**src/rtl/spi_pkg.sv**
```systemverilog
// Shared types and constants for the SPI slave controller and its serialiser.
package spi_pkg;
  localparam int FRAME_W_DEF = 10;
  localparam int DATA_W_DEF  = 8;

  localparam logic [1:0] CMD_WR_ADDR = 2'b00;
  localparam logic [1:0] CMD_WR_DATA = 2'b01;
  localparam logic [1:0] CMD_RD_ADDR = 2'b10;
  localparam logic [1:0] CMD_RD_DATA = 2'b11;

  typedef enum logic [2:0] {IDLE, CHK_CMD, WRITE, READ_ADD, READ_DATA} state_e;
endpackage

```
**src/rtl/spi_shift_out.sv**
```systemverilog
// Load/shift serialiser: emits a DATA_W-bit word MSB first on a registered output.
module spi_shift_out #(
  parameter int DATA_W = 8
) (
  input  logic              clk,
  input  logic              rst,
  input  logic              i_load,
  input  logic              i_clr,
  input  logic [DATA_W-1:0] i_data,
  output logic              o_miso,
  output logic              o_busy,
  output logic              o_done
);
  localparam int CW = $clog2(DATA_W + 1);

  logic [DATA_W-1:0] r_sh;
  logic [CW-1:0]     r_cnt;
  logic              r_miso, r_busy, r_done;

  // The MSB goes out on the load edge itself, so only DATA_W-1 shifts follow.
  always_ff @(posedge clk or posedge rst) begin
    if (rst) begin
      r_sh <= '0; r_cnt <= '0; r_miso <= 1'b0; r_busy <= 1'b0; r_done <= 1'b0;
    end else if (i_clr) begin
      r_sh <= '0; r_cnt <= '0; r_miso <= 1'b0; r_busy <= 1'b0; r_done <= 1'b0;
    end else if (i_load) begin
      r_sh   <= {i_data[DATA_W-2:0], 1'b0};
      r_miso <= i_data[DATA_W-1];
      r_cnt  <= CW'(DATA_W - 1);
      r_busy <= 1'b1;
      r_done <= 1'b0;
    end else if (r_busy) begin
      if (r_cnt != '0) begin
        r_miso <= r_sh[DATA_W-1];
        r_sh   <= {r_sh[DATA_W-2:0], 1'b0};
        r_cnt  <= r_cnt - 1'b1;
      end else begin
        r_miso <= 1'b0;
        r_busy <= 1'b0;
        r_done <= 1'b1;
      end
    end
  end

  assign o_miso = r_miso;
  assign o_busy = r_busy;
  assign o_done = r_done;
endmodule

```
**src/rtl/spi_slave_ctrl.sv**
```systemverilog
// SPI slave front-end: deserialises MOSI frames for the RAM and returns read data on MISO.
module spi_slave_ctrl import spi_pkg::*; #(
  parameter int FRAME_W = FRAME_W_DEF,
  parameter int DATA_W  = DATA_W_DEF
) (
  input  logic               clk,
  input  logic               rst,
  input  logic               ss_n,
  input  logic               mosi,
  output logic               miso,
  output logic [FRAME_W-1:0] rx_data,
  output logic               rx_valid,
  input  logic [DATA_W-1:0]  tx_data,
  input  logic               tx_valid
);
  localparam int CW = $clog2(FRAME_W + 1);
  localparam logic [CW-1:0] CNT_LAST = CW'(FRAME_W - 1);
  localparam logic [CW-1:0] CNT_FULL = CW'(FRAME_W);

  state_e             r_state, w_next;
  logic [CW-1:0]      r_cnt;
  logic [FRAME_W-2:0] r_sh;
  logic [FRAME_W-1:0] r_rx_data;
  logic               r_rx_valid, r_rd_addr_done;
  logic               w_load, w_busy, w_done, w_frame_done;

  assign w_frame_done = (r_cnt == CNT_FULL);

  always_ff @(posedge clk or posedge rst) begin
    if (rst) r_state <= IDLE;
    else     r_state <= w_next;
  end

  always_comb begin
    w_next = r_state;
    w_load = 1'b0;
    case (r_state)
      IDLE:      if (!ss_n) w_next = CHK_CMD;
      CHK_CMD: begin
        if (mosi != CMD_RD_ADDR[1]) w_next = WRITE;
        else if (r_rd_addr_done)    w_next = READ_DATA;
        else                        w_next = READ_ADD;
      end
      READ_DATA: w_load = w_frame_done && !(w_busy || w_done) && tx_valid;
      default: ;
    endcase
    if (ss_n) begin
      w_next = IDLE;
      w_load = 1'b0;
    end
  end

  // The command bit is captured in CHK_CMD, so the receive shifter only holds FRAME_W-1 bits.
  always_ff @(posedge clk or posedge rst) begin
    if (rst) begin
      r_cnt <= '0; r_sh <= '0; r_rx_data <= '0; r_rx_valid <= 1'b0; r_rd_addr_done <= 1'b0;
    end else begin
      r_rx_valid <= 1'b0;
      if (ss_n) begin
        r_cnt <= '0;
        r_sh  <= '0;
      end else begin
        case (r_state)
          CHK_CMD: begin
            r_sh  <= {{(FRAME_W-2){1'b0}}, mosi};
            r_cnt <= CW'(1);
          end
          WRITE, READ_ADD, READ_DATA: begin
            if (!w_frame_done) begin
              r_sh  <= {r_sh[FRAME_W-3:0], mosi};
              r_cnt <= r_cnt + 1'b1;
              if (r_cnt == CNT_LAST) begin
                r_rx_data  <= {r_sh, mosi};
                r_rx_valid <= 1'b1;
                if (r_state == READ_ADD) r_rd_addr_done <= 1'b1;
              end
            end else if (w_load) begin
              r_rd_addr_done <= 1'b0;
            end
          end
          default: r_cnt <= '0;
        endcase
      end
    end
  end

  spi_shift_out #(.DATA_W(DATA_W)) u_shift_out (
    .clk    (clk),
    .rst    (rst),
    .i_load (w_load),
    .i_clr  (ss_n),
    .i_data (tx_data),
    .o_miso (miso),
    .o_busy (w_busy),
    .o_done (w_done)
  );

  assign rx_data  = r_rx_data;
  assign rx_valid = r_rx_valid;
endmodule

```
**config.mk**
```make
export PLATFORM = sky130hd
export DESIGN_NAME = spi_slave_ctrl
export DESIGN_NICKNAME = d
export VERILOG_FILES = /design/src/rtl/spi_pkg.sv /design/src/rtl/spi_shift_out.sv /design/src/rtl/spi_slave_ctrl.sv
export SDC_FILE = /design/constraint.sdc
export NUM_CORES = 1
export LEC_CHECK = 0
export BUFFER_PORTS_ARGS = -buffer_cell sky130_fd_sc_hd__buf_2
export CORE_MARGIN = 4
export CORE_UTILIZATION = 61
export CTS_CLUSTER_DIAMETER = 60
export DETAILED_ROUTE_END_ITERATION = 8
export PLACE_DENSITY = 0.83
export SLEW_MARGIN = 40
export SYNTH_ARGS = -nofsm -noshare
export SYNTH_HDL_FRONTEND = slang
export SYNTH_SLANG_ARGS = --single-unit
```
**constraint.sdc**
```tcl
create_clock -name clk -period 4.5 [get_ports clk]
set_input_delay 0.45 -clock clk [delete_from_list [all_inputs] [get_ports clk]]
set_output_delay 0.45 -clock clk [all_outputs]
set_load 0.005 [all_outputs]
```
== After elaboration in Yosys (flattened, before gate mapping) ==
Index checks and enable logic that the tools add are counted.
Word-level totals
  register bits after elaboration: 43
  input port bits: 13
  output and inout bits: 12
  logic and storage cells: 82
Operators by class
  $add $sub $neg: 2
  equality and inequality tests: 9
  mux-type cells: 40
  bitwise gates (word level): 2
  reductions and logical operators: 18
Operators with widths (count)
  $mux W8: 4
  $mux W4: 6
  $mux W1: 22
  $mux W9: 2
  $pmux W9 S2: 1
  $reduce_bool A3 Y1: 4
  $mux W3: 3
  $eq A4 B4 Y1 const B: 2
  $pmux W4 S2: 1
  $eq A3 B2 Y1 const B: 2
  $pmux W3 S2: 1
  $reduce_and A2 Y1: 3
  $reduce_and A5 Y1: 1
  $add A4 B1 Y4 const B: 1
  $reduce_and A4 Y1: 1
  $reduce_bool A2 Y1: 2
  $reduce_bool A4 Y1: 1
  $sub A4 B1 Y4 const B: 1
  $eq A3 B1 Y1 const B: 1
  $eq A3 B3 Y1 const B: 1
  $logic_not A3 Y1: 1
  $ne A3 B2 Y1 const B: 1
  $ne A3 B3 Y1 const B: 1
  $reduce_or A3 Y1: 1
  other kinds (5): 7

== Longest topological paths before layout ==
  word-level depth: 8
  depth in mapped cells: 7
  gate-level depth less buffers: 6

== Cells and area by module ==
From an unflattened synthesis, not the netlist that was laid out.
Unflattened totals
  cell total of the unflattened synthesis: 198
  area, all modules: 2127.0 um^2
By module, submodules not included
  spi_slave_ctrl: times used 1, cells each 120, area an instance 1353.8 um^2, seq. area each 700.7 um^2
  spi_shift_out: times used 1, cells each 78, area an instance 773.2 um^2, seq. area each 350.3 um^2

== Worst setup path before layout ==
Ideal clock, no wire load.
  path type: reg2reg
  start: register r_cnt[0]
  end: register r_rx_data[1], in the netlist rx_data[1]
  library setup time: 125 ps
  data arrival time: 1749 ps
  required time: 4375 ps
  setup slack: 2626 ps
  cell stages (with the launch flop): 7
  path buffers: 1
  clock period less this slack: 1874 ps
  cells stage by stage: dfrtp_1 inv_1 ha_1 or4bb_1 a21o_1 buf_6 mux2_4
Between the ends
  longest elaborated chain between the ends: 3
  elaborated cells on any way between the ends: 4
  classes of those cells: 2 x eq/ne; 1 x bitwise; 1 x reduce/logical
Ends and longest elaborated chain
  from (decl): RTL line spi_slave_ctrl.sv:21  | logic [CW-1:0] r_cnt;
  from (signal assigned): RTL line spi_slave_ctrl.sv:71  | r_cnt <= r_cnt + 1'b1;
  $eq A4 B4 Y1: RTL line spi_slave_ctrl.sv:27  | assign w_frame_done = (r_cnt == CNT_FULL);
  $not A1 Y1 (no line)
  $reduce_and A4 Y1 (no line) *
  to (signal assigned): RTL line spi_slave_ctrl.sv:73  | r_rx_data <= {r_sh, mosi};
  to (decl): RTL line spi_slave_ctrl.sv:23  | logic [FRAME_W-1:0] r_rx_data;
Every way passes the cells marked *; elsewhere a longest branch is shown, timed or not.
A chain may end at the register's enable or synchronous reset.

== Worst setup path after layout ==
  start: register r_cnt[0]
  end: register r_rx_data[3], in the netlist rx_data[3]
Same word-level chain as after synthesis.

==> run metrics <==
latest clock arrival within the worst-skew pair=340 ps; Yosys cell types=36; reg2reg path depth=5; final core occ=71.94%; wire length of the first global-routing pass=6.341 mm; total I/O pin count=25; status=complete, no violations; flop2flop setup slack=2390 ps; worst r2r src=r_cnt[0]; final worst-path cycle share=46.79%; clock root buffer=clkbuf_4; placed insts=246; CTS tree=yes; Inserted Clock Buffers=5; Syn. warnings=0; drt drc=0; RSZ-0062 raised after global routing=false; CTS Sinks=42; wire per inst=14.19 um; Setup WS post-layout=2394 ps; ant diodes=0; # setup viols final=0; Via density=5.587; Main synth FF type=dfrtp_1; setup TNS=0 ps; synthesized area per cell=10.94 um^2; Mapped Area=2023 um^2; HPWL Detailed=2.552 mm; CTS H-tree lvls=2; Worst Setup Start Kind=flop; Worst slew margin=60.36%; Period minus WS final=2106 ps; Max Cap Viol=0; Clock Skew=10.91 ps; Post-synth EDFFs=0; post-CTS resize count=0; Slowest-stage cell, CP=or4bb_1; final hold violations=0; # Post-CTS Setup Buffers=0; CTS Buffer Depth=2; hold crit path type=input pin to async pin; Synth area leader=dfrtp_1; Worst Setup End Kind=flop; critical path class=flop to flop; pwr/cell area=296.7 nW/um^2; Row Count=20; Initial Utilization=65.20%; Cell Area, Placed=2157 um^2; top-area cell type share of the netlist area=51.95%; DRT antenna net count=0; Hold-fix buffers, CTS=0; VDD IR-drop max=0.0002012 V; Worst EP arrival=2340 ps; Cells after Synth=185; CP max FO=13; Die Area=4302 um^2; Final GP Congestion=0.7581; async set-or-reset flop fraction in the synthesized netlist=100.0%; synthesis-to-finish area growth=10.33%; Buf/Inv on CP=1; Seq/Total Area, Yosys=51.95%; largest cells by area after synthesis=dfrtp_1, mux2i_1, mux2_4, nand2b_1, nand2_1; fmax=0.4749 GHz; ratio of cells with drive above 1 in the final layout=21.43%; Final Max Tran Viols=0; synth cell count leaders=dfrtp_1, nand2_1, nor2_1, mux2i_1, nand2b_1; Overflow after GRT=0; WP data required=4740 ps; initial antenna violation count=0; critical path's top delay family=simple AND/OR/NAND/NOR gates; DRT iter0 DRCs=50; Pleak=0.001123 uW; Total GRT Usage=19.74%; Clock transition at path regs=120 ps; Die W=65.59 um; final instance area=2232 um^2; chip height=65.59 um; drt total wl=3.605 mm; cells along the critical path=inv_1 -> ha_1 -> or4bb_1 -> a21o_1 -> mux2_4; fin cells=254; drt pass-1 iters=4; port bufs=24; Synth Register Bits=42; pre-CTS WS=2294 ps; final net count=226; largest net degree at the start of global routing=43; syn nets=202; Reg2Reg Capture Point=rx_data[3]; max incr delay on CP=480 ps; top-count cell post-synth=dfrtp_1; Worst-Margin Slew=594.6 ps; Std-Cell Core Area=3103 um^2; number of global-route vias before repair=1,371; routed vias=1,419
[area by class of cell]
cell class,instances,area (um^2)
Sequential cell,42,1051
Multi-Input combinational cell,127,893.4
Fill cell,247,870.8
Timing Repair Buffer,25,127.6
Tap cell,44,55.05
Clock buffer,7,45.04
Clock inverter,1,30.03
Inverter,8,30.03
[per-layer routing]
layer,track usage [%],routed length (um),vias to the layer above
met4,9.845,86,0
met3,6.325,166,7
met5,0,0,-
met2,29.46,1695,31
met1,25.82,1657,693
li1,-,-,688
[registers in the layout, summed over array words and instances, names as in the netlist]
signal	flops
rx_data	10
r_rd_addr_done	1
r_sh	9
u_shift_out.r_sh	7
u_shift_out.o_miso	1
r_state	3
u_shift_out.o_done	1
r_cnt	4
u_shift_out.o_busy	1
rx_valid	1
u_shift_out.r_cnt	4
[worst register-to-register path, cell delays in order (launching register included)]
cell     delay [ps]
dfrtp_1         460
inv_1            70
ha_1            220
or4bb_1         480
a21o_1          380
mux2_4          380
[power by group]
part           internal (uW)  switching [uW]
Clock                    118             112
Sequential               381            5.86
Combinational           18.1            27.0
Total                    517             145
[placed cells by master, fill, tap and decap left out, types with 4 or more instances in the layout]
| cell type | count |
|---|---|
| dfrtp_1 | 42 |
| buf_2 | 24 |
| nand2_1 | 19 |
| nor2_1 | 17 |
| mux2i_1 | 16 |
| nand2b_1 | 12 |
| a21oi_1 | 8 |
| inv_1 | 8 |
| a211oi_1 | 7 |
| mux2_4 | 6 |
| clkbuf_4 | 5 |
| o21ai_0 | 4 |
| ha_1 | 4 |
[cells by family (layout without fill, tap and decap cells)]
group | Yosys count | after routing | synth area share, %
simple gates | 69 | 69 | 18.43
flops | 42 | 42 | 51.95
compound gates | 26 | 26 | 7.916
mux | 25 | 25 | 14.04
buf+inv | 16 | 41 | 3.896
fa+ha+maj | 4 | 4 | 2.474
xor+xnor | 3 | 3 | 1.299
[through the flow]
step / total power [uW] / hold slack [ps]
floorplan: 428.1 / 463.2
global placement: 438.1 / 482.7
detailed placement: 440.2 / 495.1
CTS: 674.6 / 207.0
global route: 697.3 / 237.3
finish: 662.4 / 211.4
[worst max-delay path by stage]
stage,start,to,cells after the start
after floorplan,r_cnt[0],rx_data[1],6
final,r_cnt[0],rx_data[3],5
after CTS,u_shift_out.r_cnt[0],u_shift_out.r_sh[2],6
after global placement,ss_n,rx_data[5],4
after detailed placement,ss_n,rx_data[3],4
after global routing,u_shift_out.r_cnt[0],u_shift_out.r_sh[2],6
Note: power is estimated with default switching activity, not from simulation.
